[src/rtl/pixel_compositor.sv]
// Layered sprite compositor: fixed-priority colour merge with a 2-stage pixel pipeline
// and a per-frame ball-vs-layer collision detector latched at the vblank rising edge.
module pixel_compositor #(
  parameter int NUM_LAYERS = 4,
  parameter int COLOR_W = 8,
  parameter logic [NUM_LAYERS*COLOR_W-1:0] LAYER_COLORS = {NUM_LAYERS{{COLOR_W{1'b1}}}},
  parameter logic [COLOR_W-1:0] BG_COLOR = '0
) (
  input  logic                  clk,
  input  logic                  rst_n,
  input  logic                  pix_en,
  input  logic [NUM_LAYERS-1:0] layer_valid,
  input  logic [NUM_LAYERS-1:0] layer_en,
  input  logic                  blank,
  input  logic                  vblank,
  output logic [COLOR_W-1:0]    rgb_out,
  output logic                  de_out,
  output logic [NUM_LAYERS-2:0] collision,
  output logic                  collision_stb
);

  logic [NUM_LAYERS-1:0] m_s1;
  logic                  blank_s1;
  logic                  vblank_s1;
  logic                  vblank_q;
  logic [NUM_LAYERS-2:0] acc;
  logic [NUM_LAYERS-2:0] hit;
  logic [COLOR_W-1:0]    pix_color;
  logic                  vblank_rise;

  always_ff @(posedge clk or negedge rst_n) begin
    if (!rst_n) begin
      m_s1      <= '0;
      blank_s1  <= 1'b0;
      vblank_s1 <= 1'b0;
    end else if (pix_en) begin
      m_s1      <= layer_valid & layer_en;
      blank_s1  <= blank;
      vblank_s1 <= vblank;
    end
  end

  // Scan from lowest priority upward so the lowest set index wins.
  always_comb begin
    pix_color = BG_COLOR;
    for (int k = NUM_LAYERS - 1; k >= 0; k--) begin
      if (m_s1[k]) pix_color = LAYER_COLORS[k*COLOR_W +: COLOR_W];
    end
  end

  always_ff @(posedge clk or negedge rst_n) begin
    if (!rst_n) begin
      rgb_out <= '0;
      de_out  <= 1'b0;
    end else if (pix_en) begin
      rgb_out <= blank_s1 ? '0 : pix_color;
      de_out  <= ~blank_s1;
    end
  end

  assign hit         = (!blank_s1 && m_s1[0]) ? m_s1[NUM_LAYERS-1:1] : '0;
  assign vblank_rise = vblank_s1 & ~vblank_q;

  // The boundary cycle folds in its own hit so an overlap on that pixel is never lost.
  always_ff @(posedge clk or negedge rst_n) begin
    if (!rst_n) begin
      acc           <= '0;
      collision     <= '0;
      vblank_q      <= 1'b0;
      collision_stb <= 1'b0;
    end else begin
      collision_stb <= pix_en & vblank_rise;
      if (pix_en) begin
        vblank_q <= vblank_s1;
        if (vblank_rise) begin
          collision <= acc | hit;
          acc       <= '0;
        end else begin
          acc <= acc | hit;
        end
      end
    end
  end

endmodule

[config.mk]
export PLATFORM = sky130hd
export DESIGN_NAME = pixel_compositor
export DESIGN_NICKNAME = d
export VERILOG_FILES = /design/src/rtl/pixel_compositor.sv
export SDC_FILE = /design/constraint.sdc
export NUM_CORES = 1
export LEC_CHECK = 0
export ABC_AREA = 1
export CAP_MARGIN = 30
export CORE_MARGIN = 2
export CORE_UTILIZATION = 42
export DETAILED_ROUTE_END_ITERATION = 8
export PLACE_DENSITY = 0.73
export SYNTH_ARGS = -nofsm -noshare
export SYNTH_HDL_FRONTEND = slang
export SYNTH_SLANG_ARGS = --single-unit
[constraint.sdc]
create_clock -name clk -period 0.9 [get_ports clk]
set_clock_uncertainty 0.05 [all_clocks]
set_input_delay 0.18 -clock clk [delete_from_list [all_inputs] [get_ports clk]]
set_output_delay 0.18 -clock clk [all_outputs]
set_load 0.03 [all_outputs]
; Word-level counts from Yosys, hierarchy flattened
; Cells that the tools add are included.
; Widths: inputs -> output; s select.
[totals]
register_bits = 23
out_inout_bits = 13
word_cells = 25
[classes]
muxes = 7
reduce_logical = 3
bitwise_logic = 6
[ops]
columns = op, count
row1 = $mux 8, 5
row2 = $mux 3, 2
row3 = $and 4x4->4, 1
row4 = $or 3x3->3, 1
row5 = $and 1x1->1, 2
row6 = $not 1->1, 2
row7 = $reduce_and 2->1, 1
row8 = $logic_and 1x1->1, 1
row9 = $logic_not 1->1, 1

; Logic depth before layout (Yosys ltp)
[depth]
word_depth = 5
depth_mapped = 5
depth_no_buf = 5

; Least setup slack after synthesis
; OpenSTA, ideal clock, no wires.
[synth_path]
kind = reg2out
from = reg, netlist name rgb_out[6]
to = out rgb_out[1]
path_stages_with_launch = 2
t_arrival_ns = 0.830
slack_ns = -0.160
n_path_buf = 1
cell_sequence = dfrtp_1 -> buf_4
[synth_lines]
columns = element, line
row1 = end: declaration, 16  ; output logic [COLOR_W-1:0] rgb_out,

; Worst setup path after layout
[layout_path]
from = reg rgb_out[6]
to = out rgb_out[6]
[layout_lines]
columns = element, line
row1 = start signal: assignment, 56  ; rgb_out <= blank_s1 ? '0 : pix_color;
; No word-level cell between the ends.

==> results summary <==
The x dimension of the die is 45.28 um. In the post-synthesis netlist, the biggest area contributors are sky130_fd_sc_hd__dfrtp_1, sky130_fd_sc_hd__nand2_1, sky130_fd_sc_hd__buf_4. Clock latency on the worst-skew pair, taken at its later pin, is 0.29 ns.

The synthesis-to-layout area growth is 48.25%. The total leakage power came out at 0.5534 nW. The total setup violations reported at the end of the flow is 14.

The global router's overall resource usage came out at 14.67%. The detailed-routing iteration count for the pre-antenna-repair pass is 4. The die is approximately 45 um tall. The most common cell in the netlist is sky130_fd_sc_hd__nand2_1. In this run the remaining antenna-violating nets after routing total 0. The via count of the first global-routing pass is 537.

The detailed-route via count came out at just over 600. The die covers approximately 0.002 sq mm. The buffer levels on the longest clock path came out at 2. STA classifies the critical path startpoint as a flop. TritonCTS built the clock tree. The highest-delay cell along the critical path is sky130_fd_sc_hd__dfrtp_2. The number of distinct library cells after synthesis is 9. The cell row count came out at 14. The min-delay analysis places its worst path in the category primary input to async pin.

The DRC marker count from the first detailed-route iteration is 15. The number of synthesized flops with an enable pin came out at 0. Among all flip-flop cells after synthesis, the most frequent one is sky130_fd_sc_hd__dfrtp_1. The synthesis warning total came out at 0.

The top cell type by area accounts for 55.94% of the synthesized area. The number of flip-flops and latches in the synthesized netlist came out at 16. The worst setup path is of the flop to output port kind. The number of CTS-inserted buffers is 3.

The final number of hold-violating endpoints came to 0. The synthesized net count is 99. Setup repair after global routing could not meet its margin everywhere. The deepest level of the CTS H-tree came out at 1.

The DRC violation count after routing came out at 0. The maximum fanout along the worst path is 9. Counting both buffers and inverters, the worst setup path holds a total of 1.

The average size of a mapped cell came out at between 8 and 9 sq um. The setup slack of the critical path after layout is -0.2676 ns. The relative max-transition margin is 85.71%.

After clock tree synthesis, the flow added hold-fix buffers numbering 0. The wire length of the first global-routing pass came out at about 2.1 mm. The synthesized design spends more area on one cell type than any other, namely sky130_fd_sc_hd__dfrtp_1. The actual slew at the worst max-slew pin came out at 0.2144 ns.

For this design, the sink count on the clock tree is 16. The via density per instance came out at around 4.7. Traced cell by cell, the critical path runs through buf_4. Synthesis produced between 80 and 90 cells.

The worst stage delay on the critical path came out at 0.46 ns. The number of cells on the worst reg-to-reg path is 4. Overall power consumption after layout is estimated at 1.841 mW. The proportion of synthesized flip-flops having asynchronous set or reset came out at 100.0%. Before CTS, the worst setup slack after placement is -0.3789 ns. The final reports fail on negative setup slack. The synthesized netlist occupies a cell area of 715.7 sq um. In this run the clock root is driven by a sky130_fd_sc_hd__clkbuf_4. The congestion estimate from routability-driven global placement came to 0.7571.

The number of maximum-capacitance violations is 0. The total power divided by cell area came out at 1735 mW/mm^2. The overall routed net length is between 1 and 1.5 mm. The commonest cells after synthesis are sky130_fd_sc_hd__nand2_1, sky130_fd_sc_hd__dfrtp_1, sky130_fd_sc_hd__inv_1, sky130_fd_sc_hd__buf_4, sky130_fd_sc_hd__nand3_1. The number of antenna violations at the first check in global routing is 0. The HPWL after detailed placement is slightly below 1 mm. The antenna diode count is 0. The peak clock frequency supported by timing came out at 856.5 MHz.

The cell family contributing the most delay on the critical path is flip-flops. The wire length per cell after detailed routing came out at roughly 10 um. The max-slew violation total from the final report was 0. The critical path depth came out at 1. Data on the critical path arrives at its endpoint at 0.94 ns. The number of buffer cells added on primary ports is 25. The share of the clock period used by the worst path after layout came out at 129.7%.

The clock slew seen by the registers of the worst setup and hold paths came out at 0.09 ns. The post-layout minimum cycle time is 1.168 ns. The total congestion overflow after global routing is 0. The initial utilization of the core area, before any placement, comes to between 40 and 50%.

The share of the Yosys chip area taken by registers is 55.94%. The fraction of final layout cells with drive strength greater than 1 came out at 37.39%. The number of filler cells placed in the layout is 129.

The net count reported at finish is 129. The worst setup path is captured at an output port. The largest net degree at the start of global routing came out at 17. The run finished, with violations left. The worst endpoint required time is 0.67 ns.

The region available for standard cell placement spans 0.001559 sq mm. The maximum ir drop on the vdd rail is 0.001104 V. The top-level I/O count came out at 26.
[timing repair]
| action | 4_1_cts | 5_1_grt |
|---|---|---|
| endpoints found under the setup margin | 23 | 20 |
| pin swaps | 0 | 6 |
| resized for setup | 9 | 13 |
| buffers inserted | 2 | 3 |
[kinds of logic after synthesis]
kind of cell	Yosys count	share of synthesized area [%]
AO/OA/AOI/OAI	5	3.496
buffers and inverters	20	14.69
flip-flops	16	55.94
AND/OR/NAND/NOR	45	25.87
[metal layers]
metal  track usage, %  vias up  share of wire, %  wire (um)
li1                 -      310                 -          -
met3            2.400        5               5.6         76
met1            16.24      283                41        551
met2            25.14       22                51        687
met4            10.59        0               2.8         38
met5                0        -                 0          0
[layout by cell type, fill, tap and decap left out]
cell type                         netlist  final
sky130_fd_sc_hd__clkdlybuf4s50_1        0     11
sky130_fd_sc_hd__nand2_1               31     28
sky130_fd_sc_hd__inv_1                 10      5
sky130_fd_sc_hd__nand2_2                0      3
sky130_fd_sc_hd__clkbuf_4               0      3
sky130_fd_sc_hd__clkbuf_8               0      1
sky130_fd_sc_hd__dlygate4sd2_1          0      1
sky130_fd_sc_hd__nand3_2                1      3
sky130_fd_sc_hd__dfrtp_1               16     14
sky130_fd_sc_hd__buf_12                 0      1
sky130_fd_sc_hd__nand3_1                8      5
sky130_fd_sc_hd__inv_2                  2      7
sky130_fd_sc_hd__nor2_1                 5      3
sky130_fd_sc_hd__buf_6                  0      6
sky130_fd_sc_hd__o21ai_1                5      5
sky130_fd_sc_hd__nand3_4                0      1
sky130_fd_sc_hd__nor2_2                 0      2
sky130_fd_sc_hd__buf_4                  8     14
sky130_fd_sc_hd__dfrtp_2                0      2
[registers in the layout, indices dropped and copies added, names as in the netlist]
register / flops
vblank_s1: 1
acc: 3
collision: 3
rgb_out: 1
collision_stb: 1
m_s1: 4
vblank_q: 1
de_out: 1
blank_s1: 1
[through the flow]
stage | hold slack [ns] | cells | area, sq um | utilization [%] | setup TNS (ns)
after floorplan | -0.1656 | 86 | 716.9 | - | -0.1770
after global placement | 0.4235 | 122 | 929.6 | 59.63 | -4.419
after detailed placement | 0.4251 | 122 | 929.6 | 59.63 | -4.975
after CTS | 0.1685 | 128 | 1006 | 64.53 | -2.970
after global routing | 0.1627 | 131 | 1061 | 68.06 | -3.669
final | 0.1608 | 131 | 1061 | 68.06 | -2.942
[power by group]
| part | switching (mW) | internal [mW] | total [mW] |
|---|---|---|---|
| sequential | 0.0566 | 0.780 | 0.836 |
| clock | 0.217 | 0.247 | 0.464 |
| combinational | 0.300 | 0.241 | 0.541 |
| total | 0.574 | 1.27 | 1.84 |
[layout make-up]
class / instances / area [sq um] / share of cell area, %
Timing Repair Buffer: 33 / 311.5 / 29.36
Multi-Input combinational cell: 50 / 245.2 / 23.11
Sequential cell: 16 / 402.9 / 37.97
Inverter: 12 / 45.04 / 4.245
Tap cell: 16 / 20.02 / 1.887
Clock buffer: 4 / 36.28 / 3.420
[path summary, 6_finish.rpt]
path | start | end | slack, ns
setup / recovery | rgb_out[6]$_DFFE_PN0P_ | rgb_out[6] | -0.27
hold / removal | rst_n | collision[2]$_DFFE_PN0P_ | 0.16
setup reg to reg | m_s1[2]$_DFFE_PN0P_ | rgb_out[6]$_DFFE_PN0P_ | -0.01
hold reg to reg | de_out$_DFFE_PN0P_ | de_out$_DFFE_PN0P_ | 0.48
max in group asynchronous | rst_n | m_s1[0]$_DFFE_PN0P_ | 0.50
min in group clk | pix_en | blank_s1$_DFFE_PN0P_ | 0.31
No activity file was read; power rests on OpenSTA's default activity.
